==> config.mk <==
export PLATFORM = sky130hd
export DESIGN_NAME = transfer_sequencer_flat
export DESIGN_NICKNAME = d
export VERILOG_FILES = /design/src/rtl/transfer_sequencer_if.sv /design/src/rtl/transfer_sequencer.sv /design/src/flat_wrapper.sv
export SDC_FILE = /design/constraint.sdc
export NUM_CORES = 1
export LEC_CHECK = 0
export CAP_MARGIN = 20
export CORE_ASPECT_RATIO = 0.8
export CORE_UTILIZATION = 50
export CTS_BUF_LIST = sky130_fd_sc_hd__clkbuf_4
export CTS_CLUSTER_DIAMETER = 40
export DETAILED_ROUTE_END_ITERATION = 16
export HOLD_SLACK_MARGIN = 0.08
export PLACE_DENSITY = 0.77
export SKIP_CTS_REPAIR_TIMING = 1
export SLEW_MARGIN = 20
export SYNTH_ARGS = -nofsm -noshare
export SYNTH_HDL_FRONTEND = slang
export SYNTH_SLANG_ARGS = --single-unit
export TNS_END_PERCENT = 5
==> constraint.sdc <==
create_clock -name CLK -period 2.3 [get_ports CLK]
set_clock_uncertainty 0.15 [all_clocks]
set_input_delay 0.575 -clock CLK [delete_from_list [all_inputs] [get_ports CLK]]
set_output_delay 0.575 -clock CLK [all_outputs]
set_load 0.03 [all_outputs]
==> src/rtl/transfer_sequencer_if.sv <==
// Control/strobe bundle between the microcode side and the transfer sequencer.
// master = requester (microcode/decoder), slave = transfer_sequencer.
interface transfer_sequencer_if;
   logic       START;
   logic [2:0] CMD;
   logic       BUSY;
   logic       DONE;
   logic       LOAD_LOW;
   logic       LOAD_HIGH;
   logic       LOAD_SELECT;
   logic       ASSERT_LOW_bar;
   logic       ASSERT_HIGH_bar;
   logic       ASSERT_ADDR_bar;
   logic       BYTE_STROBE;
   logic       BYTE_INDEX;

   modport master (
      output START, CMD,
      input  BUSY, DONE, LOAD_LOW, LOAD_HIGH, LOAD_SELECT,
             ASSERT_LOW_bar, ASSERT_HIGH_bar, ASSERT_ADDR_bar,
             BYTE_STROBE, BYTE_INDEX
   );

   modport slave (
      input  START, CMD,
      output BUSY, DONE, LOAD_LOW, LOAD_HIGH, LOAD_SELECT,
             ASSERT_LOW_bar, ASSERT_HIGH_bar, ASSERT_ADDR_bar,
             BYTE_STROBE, BYTE_INDEX
   );
endinterface

==> src/rtl/transfer_sequencer.sv <==
// Turns START/CMD into timed load, select and bus-drive strobes for the 16-bit transfer register.
// Optional TRANSFER_SEQ_TURNAROUND_EN adds a deasserted turnaround cycle (GAP) before the next bus owner.
module transfer_sequencer #(
   parameter int unsigned PULSE_CYCLES = 1,
   parameter int unsigned DRIVE_CYCLES = 2
) (
   input  logic                 CLK,
   input  logic                 RST,
   transfer_sequencer_if.slave  bus
);

   typedef enum logic [2:0] {
      IDLE, SETUP, PULSE, DRIVE_LO, GAP, DRIVE_HI, DRIVE_ADDR, RELEASE
   } state_t;

   localparam logic [2:0] CMD_NOP            = 3'd0;
   localparam logic [2:0] CMD_LOAD_ADDR      = 3'd1;
   localparam logic [2:0] CMD_LOAD_LOW_MAIN  = 3'd2;
   localparam logic [2:0] CMD_LOAD_HIGH_MAIN = 3'd3;
   localparam logic [2:0] CMD_STORE_ADDR     = 3'd4;
   localparam logic [2:0] CMD_STORE_LOW      = 3'd5;
   localparam logic [2:0] CMD_STORE_HIGH     = 3'd6;
   localparam logic [2:0] CMD_STORE_WORD     = 3'd7;

   localparam int unsigned PULSE_EFF  = (PULSE_CYCLES == 0) ? 32'd1 : PULSE_CYCLES;
   localparam int unsigned DRIVE_EFF  = (DRIVE_CYCLES == 0) ? 32'd1 : DRIVE_CYCLES;
   localparam logic [3:0]  PULSE_LOAD = 4'(PULSE_EFF - 32'd1);
   localparam logic [3:0]  DRIVE_LOAD = 4'(DRIVE_EFF - 32'd1);

`ifdef TRANSFER_SEQ_TURNAROUND_EN
   localparam state_t POST_STATE = GAP;
   localparam state_t WORD_MID   = GAP;
`else
   localparam state_t POST_STATE = RELEASE;
   localparam state_t WORD_MID   = DRIVE_HI;
`endif

   state_t     state, state_nxt;
   logic [3:0] cnt, cnt_nxt;
   logic [2:0] cmd_q, cmd_nxt;
   logic       load_sel_nxt;

   always_comb begin
      state_nxt    = state;
      cnt_nxt      = cnt;
      cmd_nxt      = cmd_q;
      load_sel_nxt = bus.LOAD_SELECT;
      case (state)
         IDLE: begin
            if (bus.START) begin
               cmd_nxt = bus.CMD;
               case (bus.CMD)
                  CMD_NOP: state_nxt = RELEASE;
                  CMD_LOAD_ADDR, CMD_LOAD_LOW_MAIN, CMD_LOAD_HIGH_MAIN: begin
                     state_nxt    = SETUP;
                     cnt_nxt      = '0;
                     load_sel_nxt = (bus.CMD != CMD_LOAD_ADDR);
                  end
                  CMD_STORE_ADDR: begin
                     state_nxt = DRIVE_ADDR;
                     cnt_nxt   = DRIVE_LOAD;
                  end
                  CMD_STORE_LOW, CMD_STORE_WORD: begin
                     state_nxt = DRIVE_LO;
                     cnt_nxt   = DRIVE_LOAD;
                  end
                  default: begin
                     state_nxt = DRIVE_HI;
                     cnt_nxt   = DRIVE_LOAD;
                  end
               endcase
            end
         end
         SETUP: begin
            state_nxt = PULSE;
            cnt_nxt   = PULSE_LOAD;
         end
         PULSE: begin
            if (cnt == '0) state_nxt = POST_STATE;
            else           cnt_nxt   = cnt - 4'd1;
         end
         DRIVE_LO: begin
            if (cnt != '0) begin
               cnt_nxt = cnt - 4'd1;
            end else if (cmd_q == CMD_STORE_WORD) begin
               state_nxt = WORD_MID;
               cnt_nxt   = DRIVE_LOAD;
            end else begin
               state_nxt = POST_STATE;
            end
         end
         // GAP serves both the word turnaround and the trailing idle cycle of other commands.
         GAP: begin
            if (cmd_q == CMD_STORE_WORD) begin
               state_nxt = DRIVE_HI;
               cnt_nxt   = DRIVE_LOAD;
            end else begin
               state_nxt = RELEASE;
            end
         end
         DRIVE_HI: begin
            if (cnt != '0)                    cnt_nxt   = cnt - 4'd1;
            else if (cmd_q == CMD_STORE_WORD) state_nxt = RELEASE;
            else                              state_nxt = POST_STATE;
         end
         DRIVE_ADDR: begin
            if (cnt == '0) state_nxt = POST_STATE;
            else           cnt_nxt   = cnt - 4'd1;
         end
         RELEASE: begin
            state_nxt = IDLE;
            cnt_nxt   = '0;
         end
         default: begin
            state_nxt = IDLE;
            cnt_nxt   = '0;
         end
      endcase
   end

   // Outputs are decoded from the next state so they are registered yet aligned with the state.
   always_ff @(posedge CLK or posedge RST) begin
      if (RST) begin
         state               <= IDLE;
         cnt                 <= '0;
         cmd_q               <= CMD_NOP;
         bus.BUSY            <= 1'b0;
         bus.DONE            <= 1'b0;
         bus.LOAD_LOW        <= 1'b0;
         bus.LOAD_HIGH       <= 1'b0;
         bus.LOAD_SELECT     <= 1'b1;
         bus.ASSERT_LOW_bar  <= 1'b1;
         bus.ASSERT_HIGH_bar <= 1'b1;
         bus.ASSERT_ADDR_bar <= 1'b1;
         bus.BYTE_STROBE     <= 1'b0;
         bus.BYTE_INDEX      <= 1'b0;
      end else begin
         state               <= state_nxt;
         cnt                 <= cnt_nxt;
         cmd_q               <= cmd_nxt;
         bus.BUSY            <= (state_nxt != IDLE);
         bus.DONE            <= (state_nxt == RELEASE);
         bus.LOAD_LOW        <= (state_nxt == PULSE) &&
                                ((cmd_nxt == CMD_LOAD_ADDR) || (cmd_nxt == CMD_LOAD_LOW_MAIN));
         bus.LOAD_HIGH       <= (state_nxt == PULSE) &&
                                ((cmd_nxt == CMD_LOAD_ADDR) || (cmd_nxt == CMD_LOAD_HIGH_MAIN));
         bus.LOAD_SELECT     <= load_sel_nxt;
         bus.ASSERT_LOW_bar  <= (state_nxt != DRIVE_LO);
         bus.ASSERT_HIGH_bar <= (state_nxt != DRIVE_HI);
         bus.ASSERT_ADDR_bar <= (state_nxt != DRIVE_ADDR);
         bus.BYTE_STROBE     <= ((state_nxt == DRIVE_LO) || (state_nxt == DRIVE_HI)) &&
                                (cnt_nxt == '0);
         bus.BYTE_INDEX      <= (state_nxt == DRIVE_HI);
      end
   end

endmodule

==> src/flat_wrapper.sv <==
// flat-port wrapper written by rule: the top's interface ports become plain ports
module transfer_sequencer_flat 
#(
   parameter int unsigned PULSE_CYCLES = 1,
   parameter int unsigned DRIVE_CYCLES = 2
)
  (CLK, RST, bus_START, bus_CMD, bus_BUSY, bus_DONE, bus_LOAD_LOW, bus_LOAD_HIGH, bus_LOAD_SELECT, bus_ASSERT_LOW_bar, bus_ASSERT_HIGH_bar, bus_ASSERT_ADDR_bar, bus_BYTE_STROBE, bus_BYTE_INDEX);
  transfer_sequencer_if bus_i ();
  input  logic CLK;
  input  logic RST;
  input wire logic [$bits(bus_i.START)-1:0] bus_START;
  input wire logic [$bits(bus_i.CMD)-1:0] bus_CMD;
  output wire logic [$bits(bus_i.BUSY)-1:0] bus_BUSY;
  output wire logic [$bits(bus_i.DONE)-1:0] bus_DONE;
  output wire logic [$bits(bus_i.LOAD_LOW)-1:0] bus_LOAD_LOW;
  output wire logic [$bits(bus_i.LOAD_HIGH)-1:0] bus_LOAD_HIGH;
  output wire logic [$bits(bus_i.LOAD_SELECT)-1:0] bus_LOAD_SELECT;
  output wire logic [$bits(bus_i.ASSERT_LOW_bar)-1:0] bus_ASSERT_LOW_bar;
  output wire logic [$bits(bus_i.ASSERT_HIGH_bar)-1:0] bus_ASSERT_HIGH_bar;
  output wire logic [$bits(bus_i.ASSERT_ADDR_bar)-1:0] bus_ASSERT_ADDR_bar;
  output wire logic [$bits(bus_i.BYTE_STROBE)-1:0] bus_BYTE_STROBE;
  output wire logic [$bits(bus_i.BYTE_INDEX)-1:0] bus_BYTE_INDEX;
  assign bus_i.START = bus_START;
  assign bus_i.CMD = bus_CMD;
  assign bus_BUSY = bus_i.BUSY;
  assign bus_DONE = bus_i.DONE;
  assign bus_LOAD_LOW = bus_i.LOAD_LOW;
  assign bus_LOAD_HIGH = bus_i.LOAD_HIGH;
  assign bus_LOAD_SELECT = bus_i.LOAD_SELECT;
  assign bus_ASSERT_LOW_bar = bus_i.ASSERT_LOW_bar;
  assign bus_ASSERT_HIGH_bar = bus_i.ASSERT_HIGH_bar;
  assign bus_ASSERT_ADDR_bar = bus_i.ASSERT_ADDR_bar;
  assign bus_BYTE_STROBE = bus_i.BYTE_STROBE;
  assign bus_BYTE_INDEX = bus_i.BYTE_INDEX;
  transfer_sequencer #(.PULSE_CYCLES(PULSE_CYCLES), .DRIVE_CYCLES(DRIVE_CYCLES)) u_core (.CLK(CLK), .RST(RST), .bus(bus_i));
endmodule
After elaboration in Yosys (flattened, before gate mapping) --
Cells that the tools add are included.
Word-level totals: register bits after elaboration 20, input bits 6, word-level logic and storage cells 72
Cells by class: add/subtract/negate cells 1, equal/unequal tests 25, muxes and demuxes 16, reduce and logical (&&, ||, !) cells 17
Operators with widths (count):
- $eq A3 B3 Y1 const B | 10
- $eq A3 B2 Y1 const B | 8
- $pmux W4 S6 | 1
- $pmux W3 S7 | 1
- $mux W4 | 5
- $mux W3 | 6
- $pmux W3 S4 | 1
- $eq A3 B1 Y1 const B | 3
- $logic_not A4 Y1 | 2
- $pmux W4 S2 | 1
- $logic_not A3 Y1 | 2
- $ne A3 B3 Y1 const B | 2
- $reduce_or A2 Y1 | 3
- $reduce_bool A4 Y1 | 1
- $sub A4 B1 Y4 const B | 1
- $logic_and A1 B1 Y1 | 3
- $logic_or A1 B1 Y1 | 3
- $ne A3 B1 Y1 const B | 1
- $ne A3 B2 Y1 const B | 1
- $reduce_and A3 Y1 | 1
- $reduce_bool A3 Y1 | 1
- $reduce_or A3 Y1 | 1
- $mux W2 | 1

Longest topological paths before layout --
depth in word-level cells 8, mapped depth 8, gate-level depth less buffers 8

Worst setup path after synthesis --
OpenSTA, ideal clock, no wires.
path kind input to register, start point in bus_CMD[0], end point reg u_core.bus.BYTE_STROBE, data arrival time 2.032 ns, data required time 2.043 ns, setup slack 0.011 ns, stages 4, path buffers 0, cell sequence or4b_1 -> o32a_1 -> or2_4 -> a2111oi_4
On the way: longest elaborated chain between the ends 8, elaborated cells between the ends (all ways) 20, those cells by class 8 x eq/ne; 6 x mux; 6 x reduce/logical
Ends and longest elaborated chain:
- start, declared | line flat_wrapper.sv:12 | input wire logic [$bits(bus_i.CMD)-1:0] bus_CMD;
- $eq A3 B1 Y1, or another cell as far along | line transfer_sequencer.sv:52 | case (bus.CMD)
- $reduce_or A3 Y1 / $reduce_or A2 Y1 (equally long branches) | line transfer_sequencer.sv:52
- $pmux W3 S4 | line transfer_sequencer.sv:52
- $mux W3 | line transfer_sequencer.sv:50 | if (bus.START) begin
- $pmux W3 S7 | line transfer_sequencer.sv:48 | case (state)
- $eq A3 B2 Y1 / $eq A3 B3 Y1 (equally long branches) | line transfer_sequencer.sv:151 | bus.BYTE_STROBE <= ((state_nxt == DRIVE_LO) || (state_nxt == DRIVE_HI)) &&
- $logic_or A1 B1 Y1 | line transfer_sequencer.sv:151
- $logic_and A1 B1 Y1 (*) | line transfer_sequencer.sv:151
- end signal, assigned | line transfer_sequencer.sv:151
- end, declared | line transfer_sequencer_if.sv:28 | BYTE_STROBE, BYTE_INDEX
Every way passes the cells marked *; elsewhere a longest branch is shown, timed or not. A chain may end at the register's enable or synchronous reset.

Final worst setup path --
start point in bus_CMD[2], end point reg u_core.bus.BYTE_STROBE
On the way: elaborated cells between the ends (all ways) 20, those cells by class 8 x eq/ne; 6 x mux; 6 x reduce/logical
RTL lines:
- $eq A3 B1 Y1 / $eq A3 B2 Y1 (equally long branches) | line transfer_sequencer.sv:52
- $reduce_or A3 Y1 | line transfer_sequencer.sv:52
- $pmux W4 S2 (*) | line transfer_sequencer.sv:52
- $mux W4 (*) | line transfer_sequencer.sv:50
- $pmux W4 S6 (*) | line transfer_sequencer.sv:48
- via u_core.cnt_nxt[1] | line transfer_sequencer.sv:39 | logic [3:0] cnt, cnt_nxt;
- $logic_not A4 Y1 (*) | line transfer_sequencer.sv:152 | (cnt_nxt == '0);
- $logic_and A1 B1 Y1 (*) | line transfer_sequencer.sv:151
The timed path passes the listed nets; every way through them passes the cells marked *.

==> results_dict.tcl <==
set metrics [dict create \
    status "finished clean" \
    synth_xor_area_share_pct 2.30 \
    num_io_pins 16 \
    path_delay_family "compound AO/OA/AOI/OAI gates" \
    dieWidth_um 55.5 \
    critPathMaxStageDelay_ns 0.45 \
    maxCapViolCount 0 \
    netlist_area_um2 1140 \
    rows 15 \
    cts_root_buffer "clkbuf_4" \
    cp-start-kind "input port" \
    vias 1074 \
    initialDrtViolationCount 47 \
    p_leak_nw 0.697 \
    cts_buffers 3 \
    synthArstFlopShare_pct 100 \
    pwr-share-comb_pct 62.2 \
    htreeDepth 1 \
    switching_power_mw 1.02 \
    synth.yosys.warnings 0 \
    slew_headroom_pct 57.7 \
    setup_tns_ns 0 \
    clkSinkCount 20 \
    synth_area_leaders "dfrtp_1 (35%), dfstp_2 (9.2%), nand2_1 (3.6%), inv_1 (3.3%), a21oi_1 (2.6%)" \
    path_class "input port to flop" \
    dieArea_um2 2480 \
    antenna_cells 0 \
    path_max_fanout 2 \
    routed_wl_um 2890 \
    power.density_nw_per_um2 1550 \
    synth-compound-area-share_pct 23.2 \
    final_nets 165 \
    fin_hold_ws_ns 0.412 \
    hold_viol 0 \
    synth_area_leader_cell "dfrtp_1" \
    start_util_pct 53.0 \
    synth_top_area_share_pct 35.0 \
    synthMuxAreaShare_pct 2.84 \
    route.detailed.drc 0 \
    routed_via_density 5.90 \
    grt_use_total_pct 24.5 \
    cp.arrival_ns 2.28 \
    core-area_um2 2160 \
    cts_tree "done" \
    synth_area_per_cell_um2 9.61 \
    ctsLongestPathBuffers 2 \
    swShare_pct 41.8 \
    vdd_ir_drop_max_v 0.00114 \
    grt-ovfl-total 0 \
    final_cell_mix "buf_4 (23), dfrtp_1 (16), clkdlybuf4s50_1 (13)" \
    final_core_util_pct 73.1 \
    endpoint_kind "flop" \
    drt_pass1_iterations 4 \
    worstPathRequired_ns 2.32 \
    synth_fa_ha_area_share_pct 1.09 \
    grt_max_degree 21 \
    clock_latency_ns 0.30 \
    synth_seq_area_share_pct 44.2 \
    clkPwrFrac_pct 11.5 \
    drive_gt1_share_pct 29.9 \
    min_period_ns 2.26 \
    worst-path-buf-inv 1 \
    path_cells "clkdlybuf4s50_1 > o31a_2 > o32a_1 > or3_1 > o311ai_1 > a2111oi_4" \
    setup_viol 0 \
    worstMarginPinSlew_ns 0.624 \
    synthCells 119 \
    max_freq_ghz 0.442 \
    place_congestion 0.857 \
    synth-edff-count 0 \
    synth_nets 126 \
    synth_top_family_by_area "compound AO/OA/AOI/OAI gates" \
    timing.final.crit_share_pct 98.3 \
    synth.distinct_cells 45 \
    yosys_register_bits 20 \
    ant_nets 0 \
    maxSlewViolCount 0 \
    clk_pin_slew_worst_paths_ns 0.11 \
    routedWlPerCell_um 15.9 \
    hpwl_um 2090 \
    layout.cells.most_common "buf_4" \
    grt_pass1_vias 1019 \
    area_delta_synth_final_pct 38.0 \
    antenna_found_initial 0 \
    die_y_um 44.8 \
    crit_slowest_cell "clkdlybuf4s50_1" \
    grt_pass1_wl_um 4640 \
    synth-simple-area-share_pct 21.8 \
    min_path_type "flop to flop" \
    seqPwrFrac_pct 26.3 \
    ys.flop_type "dfrtp_1" \
    rsz0062_at_grt "no" \
    intPower_mw 1.42 \
    portBuffers 15 \
]
[final cells by class]
cell class,count,area [um2]
fill,156,581
multi-input combinational,85,623
timing repair buffer,38,328
inverter,10,37.5
clock inverter,1,30.0
sequential,20,505
tap,25,31.3
clock buffer,3,22.5
[metrics by stage]
step / total power, mW / area, um2 / setup WS [ns] / instances
after floorplan: 1.47 / 1140 / 0.0113 / 119
after global placement: 2.02 / 1480 / -0.459 / 178
after detailed placement: 2.06 / 1480 / -0.504 / 178
after CTS: 2.36 / 1540 / -0.191 / 182
after global routing: 2.59 / 1580 / 0.00134 / 182
final: 2.44 / 1580 / 0.0380 / 182
[per-layer routing]
metal	track usage [%]	vias up	share of wire (%)
met5	0	-	0
met1	31.1	507	42
met2	42.2	54	48
met3	6.88	6	9.7
li1	-	507	-
met4	7.00	0	1.1
[Yosys cell counts, drive strengths merged, types with 3 or more instances]
master / number
a21oi: 6
clkbuf: 3
dfrtp: 16
dfstp: 4
inv: 10
nand2: 11
nand2b: 4
nor2: 8
nor2b: 3
nor3: 3
o21ai: 5
o32ai: 3
[logic make-up after synthesis]
logic type      count (synthesis)
compound gates                 34
flops                          20
fa+ha+maj                       1
simple gates                   44
mux                             3
xor+xnor                        3
buf+inv                        14
[final timing paths]
check / from / to / slack (ns) / cells after the start
max reg2reg: u_core.state[0] / u_core.bus.LOAD_LOW / 0.15 / 7
min reg2reg: u_core.bus.LOAD_SELECT / u_core.bus.LOAD_SELECT / 0.41 / 1
max: bus_CMD[2] / u_core.bus.BYTE_STROBE / 0.04 / 6
min: u_core.bus.LOAD_SELECT / u_core.bus.LOAD_SELECT / 0.41 / 1
max in group asynchronous: RST / u_core.bus.LOAD_SELECT / 1.29 / 3
min in group asynchronous: RST / u_core.bus.BUSY / 0.44 / 3
[flip-flops by register name, summed over array words and instances, names as in the netlist]
| name | flops |
|---|---|
| u_core.bus.ASSERT_ADDR_bar | 1 |
| u_core.bus.ASSERT_HIGH_bar | 1 |
| u_core.bus.ASSERT_LOW_bar | 1 |
| u_core.bus.BUSY | 1 |
| u_core.bus.BYTE_INDEX | 1 |
| u_core.bus.BYTE_STROBE | 1 |
| u_core.bus.DONE | 1 |
| u_core.bus.LOAD_HIGH | 1 |
| u_core.bus.LOAD_LOW | 1 |
| u_core.bus.LOAD_SELECT | 1 |
| u_core.cmd_q | 3 |
| u_core.cnt | 4 |
| u_core.state | 3 |
[power groups by stage]
stage                     combinational, mW  clock, mW  sequential, mW
after floorplan                       0.721          0           0.747
after global placement                 1.39          0           0.633
after detailed placement               1.42          0           0.636
after CTS                              1.44      0.287           0.631
after global routing                   1.62      0.301           0.662
final                                  1.52      0.281           0.642
Note: power is estimated with default switching activity, not from simulation.
